File: src/rtl/cache_rd_arbiter.sv
// Two-to-one ICache/DCache read arbiter onto a single bridge read port, one transaction outstanding.
// Latency: grant to mem_rd_req 1 cycle, return beats routed to the owner combinationally.
// Backpressure: rdy only in IDLE; DCache blocked on write-back address hazard; bridge holds REQ until mem_rd_rdy.
module cache_rd_arbiter #(
    parameter int unsigned STARVE_LIMIT = 8
) (
    input  logic        aclk,
    input  logic        reset,
    input  logic        ic_rd_req,
    input  logic [2:0]  ic_rd_type,
    input  logic [31:0] ic_rd_addr,
    output logic        ic_rd_rdy,
    output logic        ic_ret_valid,
    output logic        ic_ret_last,
    output logic [31:0] ic_ret_data,
    input  logic        dc_rd_req,
    input  logic [2:0]  dc_rd_type,
    input  logic [31:0] dc_rd_addr,
    output logic        dc_rd_rdy,
    output logic        dc_ret_valid,
    output logic        dc_ret_last,
    output logic [31:0] dc_ret_data,
    input  logic        wb_busy,
    input  logic [31:0] wb_addr,
    output logic        mem_rd_req,
    output logic [2:0]  mem_rd_type,
    output logic [31:0] mem_rd_addr,
    input  logic        mem_rd_rdy,
    input  logic        mem_ret_valid,
    input  logic        mem_ret_last,
    input  logic [31:0] mem_ret_data,
    output logic        protocol_err
);
    localparam logic [2:0] TYPE_LINE  = 3'b100;
    localparam logic [3:0] STARVE_MAX = 4'(STARVE_LIMIT);

    typedef enum logic [2:0] {
        IDLE = 3'b001,
        REQ  = 3'b010,
        RESP = 3'b100
    } state_t;

    state_t      state_q, state_d;
    logic        owner_q;
    logic [3:0]  starve_cnt;
    logic [2:0]  beat_cnt;
    logic        drain_q;
    logic        dc_blk, dc_ok, ic_ok, arb_en, grant_ic, grant_dc;
    logic        in_resp, ret_beat, ret_end, line_req, beat_err, stray_beat, in_flight;
    logic        unused_ok;

    // Only the line index takes part in the write-back hazard compare.
    assign unused_ok = ^{wb_addr[3:0], dc_rd_addr[3:0]};

    always_comb begin
        dc_blk    = wb_busy & (wb_addr[31:4] == dc_rd_addr[31:4]);
        dc_ok     = dc_rd_req & ~dc_blk;
        ic_ok     = ic_rd_req;
        // drain_q: a transaction was abandoned by reset and its beats are still arriving.
        arb_en    = (state_q == IDLE) & ~reset & ~drain_q;
        grant_ic  = arb_en & ic_ok & ((starve_cnt == STARVE_MAX) | ~dc_ok);
        grant_dc  = arb_en & dc_ok & ~grant_ic;
        in_resp   = (state_q == RESP) & ~reset;
        ret_beat  = in_resp & mem_ret_valid;
        ret_end   = ret_beat & mem_ret_last;
        line_req  = (mem_rd_type == TYPE_LINE);
        if (mem_ret_last) begin
            beat_err = ret_beat & (beat_cnt != (line_req ? 3'd3 : 3'd0));
        end else begin
            beat_err = ret_beat & line_req & (beat_cnt == 3'd3);
        end
        stray_beat = mem_ret_valid & ~drain_q & (state_q != RESP);
        in_flight  = (state_q == RESP) | ((state_q == REQ) & mem_rd_rdy);
    end

    assign ic_rd_rdy    = grant_ic;
    assign dc_rd_rdy    = grant_dc;
    assign mem_rd_req   = (state_q == REQ);
    assign ic_ret_valid = ret_beat & ~owner_q;
    assign ic_ret_last  = ret_end & ~owner_q;
    assign dc_ret_valid = ret_beat & owner_q;
    assign dc_ret_last  = ret_end & owner_q;
    assign ic_ret_data  = mem_ret_data;
    assign dc_ret_data  = mem_ret_data;

    always_comb begin
        state_d = state_q;
        case (state_q)
            IDLE:    if (grant_ic | grant_dc) state_d = REQ;
            REQ:     if (mem_rd_rdy) state_d = RESP;
            RESP:    if (mem_ret_valid & mem_ret_last) state_d = IDLE;
            default: state_d = IDLE;
        endcase
    end

    always_ff @(posedge aclk) begin
        if (reset) begin
            state_q      <= IDLE;
            owner_q      <= 1'b0;
            mem_rd_type  <= 3'd0;
            mem_rd_addr  <= 32'd0;
            starve_cnt   <= 4'd0;
            beat_cnt     <= 3'd0;
            protocol_err <= 1'b0;
            drain_q      <= (drain_q | in_flight) & ~(mem_ret_valid & mem_ret_last);
        end else begin
            state_q <= state_d;
            if (grant_ic | grant_dc) begin
                owner_q     <= grant_dc;
                mem_rd_type <= grant_dc ? dc_rd_type : ic_rd_type;
                mem_rd_addr <= grant_dc ? dc_rd_addr : ic_rd_addr;
            end
            if (grant_ic) begin
                starve_cnt <= 4'd0;
            end else if (grant_dc & ic_rd_req & (starve_cnt != STARVE_MAX)) begin
                starve_cnt <= starve_cnt + 4'd1;
            end
            // Saturate so an overlong burst cannot wrap back onto a legal index.
            if ((state_q == REQ) & mem_rd_rdy) begin
                beat_cnt <= 3'd0;
            end else if (ret_beat & (beat_cnt != 3'd7)) begin
                beat_cnt <= beat_cnt + 3'd1;
            end
            if (beat_err | stray_beat) protocol_err <= 1'b1;
            if (drain_q & mem_ret_valid & mem_ret_last) drain_q <= 1'b0;
        end
    end
endmodule

File: config.mk
export PLATFORM = sky130hd
export DESIGN_NAME = cache_rd_arbiter
export DESIGN_NICKNAME = d
export VERILOG_FILES = /design/src/rtl/cache_rd_arbiter.sv
export SDC_FILE = /design/constraint.sdc
export NUM_CORES = 1
export LEC_CHECK = 0
export BUFFER_PORTS_ARGS = -buffer_cell sky130_fd_sc_hd__buf_2
export CORE_AREA = 2 2 96 98
export DETAILED_ROUTE_END_ITERATION = 10
export DIE_AREA = 0 0 98 100
export GPL_TIMING_DRIVEN = 0
export PLACE_DENSITY = 0.75
export RECOVER_POWER = 100
export SETUP_SLACK_MARGIN = 0.5
export SLEW_MARGIN = 40
export SYNTH_ARGS = -nofsm -noshare
export SYNTH_HDL_FRONTEND = slang
export SYNTH_SLANG_ARGS = --single-unit
File: constraint.sdc
create_clock -name aclk -period 2.7 [get_ports aclk]
set_input_delay 0.54 -clock aclk [delete_from_list [all_inputs] [get_ports aclk]]
set_output_delay 0.54 -clock aclk [all_outputs]
set_load 0.05 [all_outputs]
# Word-level counts from Yosys, hierarchy flattened
# Index checks and enable logic that the tools add are counted.
# op_classes
reduce_logical,4
n_addsub,2
n_eq_ne,14
mux,10
bitwise_logic,40
# op_table
op,n
$mux W32,1
$and A1 B1 Y1,28
$eq A28 B28 Y1,1
$mux W3,4
$pmux W3 S3,1
$not A1 Y1,7
$eq A3 B2 Y1 const B,2
$eq A3 B3 Y1 const B,2
$ne A2 B1 Y1 const B,3
$ne A3 B3 Y1 const B,2
$or A1 B1 Y1,5
$add A4 B1 Y4 const B,1
$eq A4 B4 Y1 const B,1
$ne A4 B4 Y1 const B,1
$reduce_or A2 Y1,2
$add A3 B1 Y3 const B,1
$eq A3 B1 Y1 const B,1
$mux W1,3
$ne A3 B2 Y1,1
$reduce_and A3 Y1,1
$mux W2,1
$reduce_bool A2 Y1,1
# word_totals
register_bits,48
out_inout_bits,107
word_cells,78
in_bits,142

# Longest topological paths before layout
# depth
ltp_word,12
depth_mapped,9
depth_no_buf,8

# Worst setup path before layout
# No wires, ideal clock.
# synth_path
path_kind,input port to output port
start,input wb_addr[5]
end,output dc_rd_rdy
path_stages,8
arrival_ps,2337
required_time_ps,2160
path_slack_ps,-177
n_path_buf,1
cell_sequence,xnor2_1 nand4_1 nor4_2 a21oi_1 or2_1 buf_2 inv_1 nor2_1
# synth_via
elab_chain_len,9
elab_cells_between_ends,10
cone_classes,eq/ne: 1; bitwise: 9
# synth_lines
element,line,source
from (decl),24,"input logic [31:0] wb_addr,"
$eq A28 B28 Y1,56,dc_blk = wb_busy & (wb_addr[31:4] == dc_rd_addr[31:4]);
$and A1 B1 Y1,56,
$not A1 Y1,57,dc_ok = dc_rd_req & ~dc_blk;
$and A1 B1 Y1,57,
$not A1 Y1,61,grant_ic = arb_en & ic_ok & ((starve_cnt == STARVE_MAX) | ~dc_ok);
$or A1 B1 Y1,61,
$and A1 B1 Y1,61,
via ic_rd_rdy,12,"output logic ic_rd_rdy,"
$not A1 Y1,62,grant_dc = arb_en & dc_ok & ~grant_ic;
$and A1 B1 Y1,62,
to (decl),19,"output logic dc_rd_rdy,"
# The timed path passes the listed nets, and every way through them passes these cells.

# Final worst setup path
# layout_path
start,input dc_rd_addr[4]
end,register state_q[1]
# layout_via
elab_chain_len,12
elab_cells_between_ends,13
cone_classes,eq/ne: 2; bitwise: 10; reduce/logical: 1
# layout_lines
element,line,source
from (decl),18,"input logic [31:0] dc_rd_addr,"
$eq A28 B28 Y1 *,56,
$and A1 B1 Y1 *,56,
$not A1 Y1 *,57,
$and A1 B1 Y1 *,57,
$not A1 Y1,61,
$or A1 B1 Y1,61,
$and A1 B1 Y1,61,
$not A1 Y1,62,
$and A1 B1 Y1,62,
$or A1 B1 Y1 *,89,IDLE: if (grant_ic | grant_dc) state_d = REQ;
$ne A2 B1 Y1 (no source line) *,-,
$reduce_and A3 Y1 (no source line) *,-,
to (signal assigned),107,state_q <= state_d;
to (decl),43,"state_t state_q, state_d;"
# Mark *: on every way between the ends. The rest lies on a longest branch, timed or not.
# A chain may end at the register's enable or synchronous reset.

==> flow_metrics.py <==
metrics = {
    "placed_design": {
        "pre_cts_slack_ns": -0.410,
        "post-dp-hpwl_um": 9400,
        "place.gp.congestion": 0.893,
        "dp.cells": 732,
        "io_buffers": 212,
    },
    "detailed_routing": {
        "vias": 3998,
        "drt-wirelength-per-cell_um": 16.8,
        "route.detailed.drc": 0,
        "drt_iter0_drc": 196,
        "firstDrtPassIters": 4,
        "routed_via_density": 5.27,
        "drtAntennaViolNets": 0,
        "wl_um": 12700,
    },
    "logic_synthesis": {
        "ys_ff_latch": 48,
        "synth_cell_type_count": 36,
        "seq_area_frac_synth_pct": 30.1,
        "synth_largest_area_cell": "dfxtp_1",
        "ys_warn_count": 0,
        "syn-instance-count": 409,
        "synth-async-reset-ratio_pct": 0,
        "synth_area_leaders": "dfxtp_1 (29%), buf_4 (15%), a311oi_1 (9.5%)",
        "netlist.area_leader.share_pct": 29.2,
        "synth_flop_cell": "dfxtp_1",
        "synth_edf_count": 1,
        "synth_area_um2": 3230,
        "syn_nets": 556,
        "syn_area_per_cell_um2": 7.89,
    },
    "setup_path": {
        "slowest_delay_ns": 0.27,
        "critPathSlowestCell": "o311a_1",
        "end_kind": "flip-flop",
        "worstPathCellList": "buf_4, xnor2_2, nand4_1, nor4_4, a21oi_2, or2_1, buf_6, clkinvlp_4, buf_6, buf_4, buf_4, buf_4, buf_4, buf_4, buf_4, buf_4, o311a_1",
        "crit_top_cell": "buf_4",
        "worstSetupStartpointType": "input pin",
        "crit_arrival_ns": 2.89,
        "cp_max_fo": 4,
        "worstPathRequired_ns": 2.90,
        "crit_type": "input pin to flip-flop",
    },
    "timing": {
        "hold_viol": 0,
        "period_share_pct": 99.7,
        "fmax_mhz": 372,
        "drv_slew": 0,
        "fin_ws_ns": 0.00827,
        "rsz0062_at_grt": "yes",
        "period_needed_ns": 2.69,
        "setup_viol": 0,
        "max-slew-margin-rel_pct": 48.4,
        "skew_ns": 0.00982,
        "tightest_slew_ns": 0.774,
    },
    "die": {
        "io_pins": 249,
        "rows": 35,
        "start_util_pct": 36.3,
        "die_w_um": 98,
        "die_h_um": 100,
        "die_area_um2": 9800,
        "coreArea_um2": 8890,
    },
    "layout": {
        "final_nets": 792,
        "area_growth_pct": 61.3,
        "final_cells": 759,
        "final_common_cell": "clkbuf_1",
        "layout-drive-gt1-share_pct": 44.0,
        "fin_util_pct": 58.6,
        "n_fill_cell": 872,
        "most-common-layout-cells": "clkbuf_1 (116), buf_2 (96), buf_4 (89), dfxtp_1 (43), nand3_1 (41)",
    },
    "power_and_ir_drop": {
        "power_leakage_nw": 2.09,
        "power_w": 0.00238,
        "powerDensity_nw_per_um2": 457,
        "ir_drop_mv": 0.247,
    },
    "clock_tree": {
        "path_clk_slew_ns": 0.09,
        "htreeDepth": 2,
        "worstSkewPairLatency_ns": 0.31,
        "cts_num_sinks": 48,
        "cts_tree": "yes",
        "cts_buffers": 5,
        "clockBufferDepth": 2,
        "cts-root-buf": "clkbuf_8",
        "hold_buffers": 0,
    },
    "global_route": {
        "antenna_found_initial": 2,
        "grt-ovfl-total": 0,
        "grt_usage_pct": 23.9,
        "grt_pass1_vias": 3825,
        "grt_pass1_wl_um": 18900,
        "grt_max_degree": 16,
    },
    "flow_run": {
        "cap_violations": 0,
    },
    "run_status": {
        "status": "complete, no violations",
    },
    "min_path": {
        "hp-class": "flip-flop to flip-flop",
    },
}
==> worst paths after layout <==
path | from | endpoint | slack, ns | cells past startpoint
max | dc_rd_addr[4] | state_q[1] | 0.008 | 17
min | starve_cnt[1] | starve_cnt[1] | 0.48 | 2
max reg2reg | starve_cnt[0] | state_q[1] | 0.07 | 17
min reg2reg | starve_cnt[1] | starve_cnt[1] | 0.48 | 2
==> worst max-delay path: cells and delay by family <==
family / cells / cell delay [ns]
AO/OA/AOI/OAI: 2 / 0.43
buffers and inverters: 11 / 1.37
XOR/XNOR: 1 / 0.12
AND/OR/NAND/NOR: 3 / 0.45
==> state kept, by name, summed over array words and instances (netlist names) <==
| name | count |
|---|---|
| state_q | 3 |
| mem_rd_type | 3 |
| drain_q | 1 |
| starve_cnt | 4 |
| mem_rd_addr | 32 |
| owner_q | 1 |
| protocol_err | 1 |
| beat_cnt | 3 |
==> area by class of cell <==
| cell class | instances | area, um2 | area share, % |
|---|---|---|---|
| Buffer | 96 | 693 | 13.3 |
| Sequential cell | 48 | 978 | 18.8 |
| Antenna cell | 2 | 5.00 | 0.0961 |
| Multi-Input combinational cell | 259 | 2060 | 39.7 |
| Inverter | 6 | 26.3 | 0.505 |
| Timing Repair Buffer | 229 | 1180 | 22.6 |
| Clock inverter | 2 | 38.8 | 0.745 |
| Clock buffer | 6 | 82.6 | 1.59 |
| Tap cell | 111 | 139 | 2.67 |
==> synthesized netlist by cell type (all sizes together), types with 2 or more instances <==
| cell type | instances |
|---|---|
| xnor2 | 29 |
| ha | 5 |
| and3 | 3 |
| nor4 | 3 |
| nand4 | 9 |
| a21oi | 9 |
| a311oi | 35 |
| clkbuf | 21 |
| buf | 75 |
| o21ai | 40 |
| inv | 6 |
| nor3 | 37 |
| dfxtp | 47 |
| nor2 | 12 |
| nor3b | 2 |
| nor2b | 5 |
| and2 | 2 |
| nand3 | 41 |
| nand2 | 15 |
==> logic make-up (layout without fill, tap and decap cells) <==
| kind of cell | Yosys count | count (layout) | share of synthesized area [%] |
|---|---|---|---|
| buf+inv | 102 | 339 | 19.6 |
| xor+xnor | 29 | 29 | 7.87 |
| simple gates | 131 | 131 | 20.8 |
| flops | 48 | 48 | 30.1 |
| other cells | 0 | 2 | 0 |
| compound gates | 94 | 94 | 19.7 |
| fa+ha+maj | 5 | 5 | 1.94 |
==> report_power, final <==
part / switching, W / leakage (nW) / internal, W / total (W)
clock network: 0.000266 / 0.0614 / 0.000304 / 0.000570
logic: 0.000672 / 1.63 / 0.000334 / 0.00101
registers: 0.0000400 / 0.396 / 0.000764 / 0.000804
==> timing repair <==
| item | 4_1_cts | 5_1_grt |
|---|---|---|
| pin swaps | 14 | 12 |
| setup buffers | 13 | 4 |
| setup endpoints to repair | 42 | 39 |
| gates resized for setup | 59 | 83 |
==> through the flow <==
| step | setup TNS (ns) | hold WS (ns) | area [um2] |
|---|---|---|---|
| after global routing | -0.146 | 0.509 | 5200 |
| after global placement | -2.13 | 0.475 | 4470 |
| final | 0 | 0.482 | 5210 |
| after CTS | 0 | 0.502 | 4940 |
| after floorplan | 0 | 0.462 | 3270 |
| after detailed placement | -3.73 | 0.489 | 4470 |
==> layer usage <==
metal  share of wire, %  wire (um)  track usage [%]
met5                  0          0                0
met4                1.8        235             6.41
met3                7.0        888             4.60
met2                 52       6590             43.4
met1                 39       5010             29.1
No activity file was read; power rests on OpenSTA's default activity.
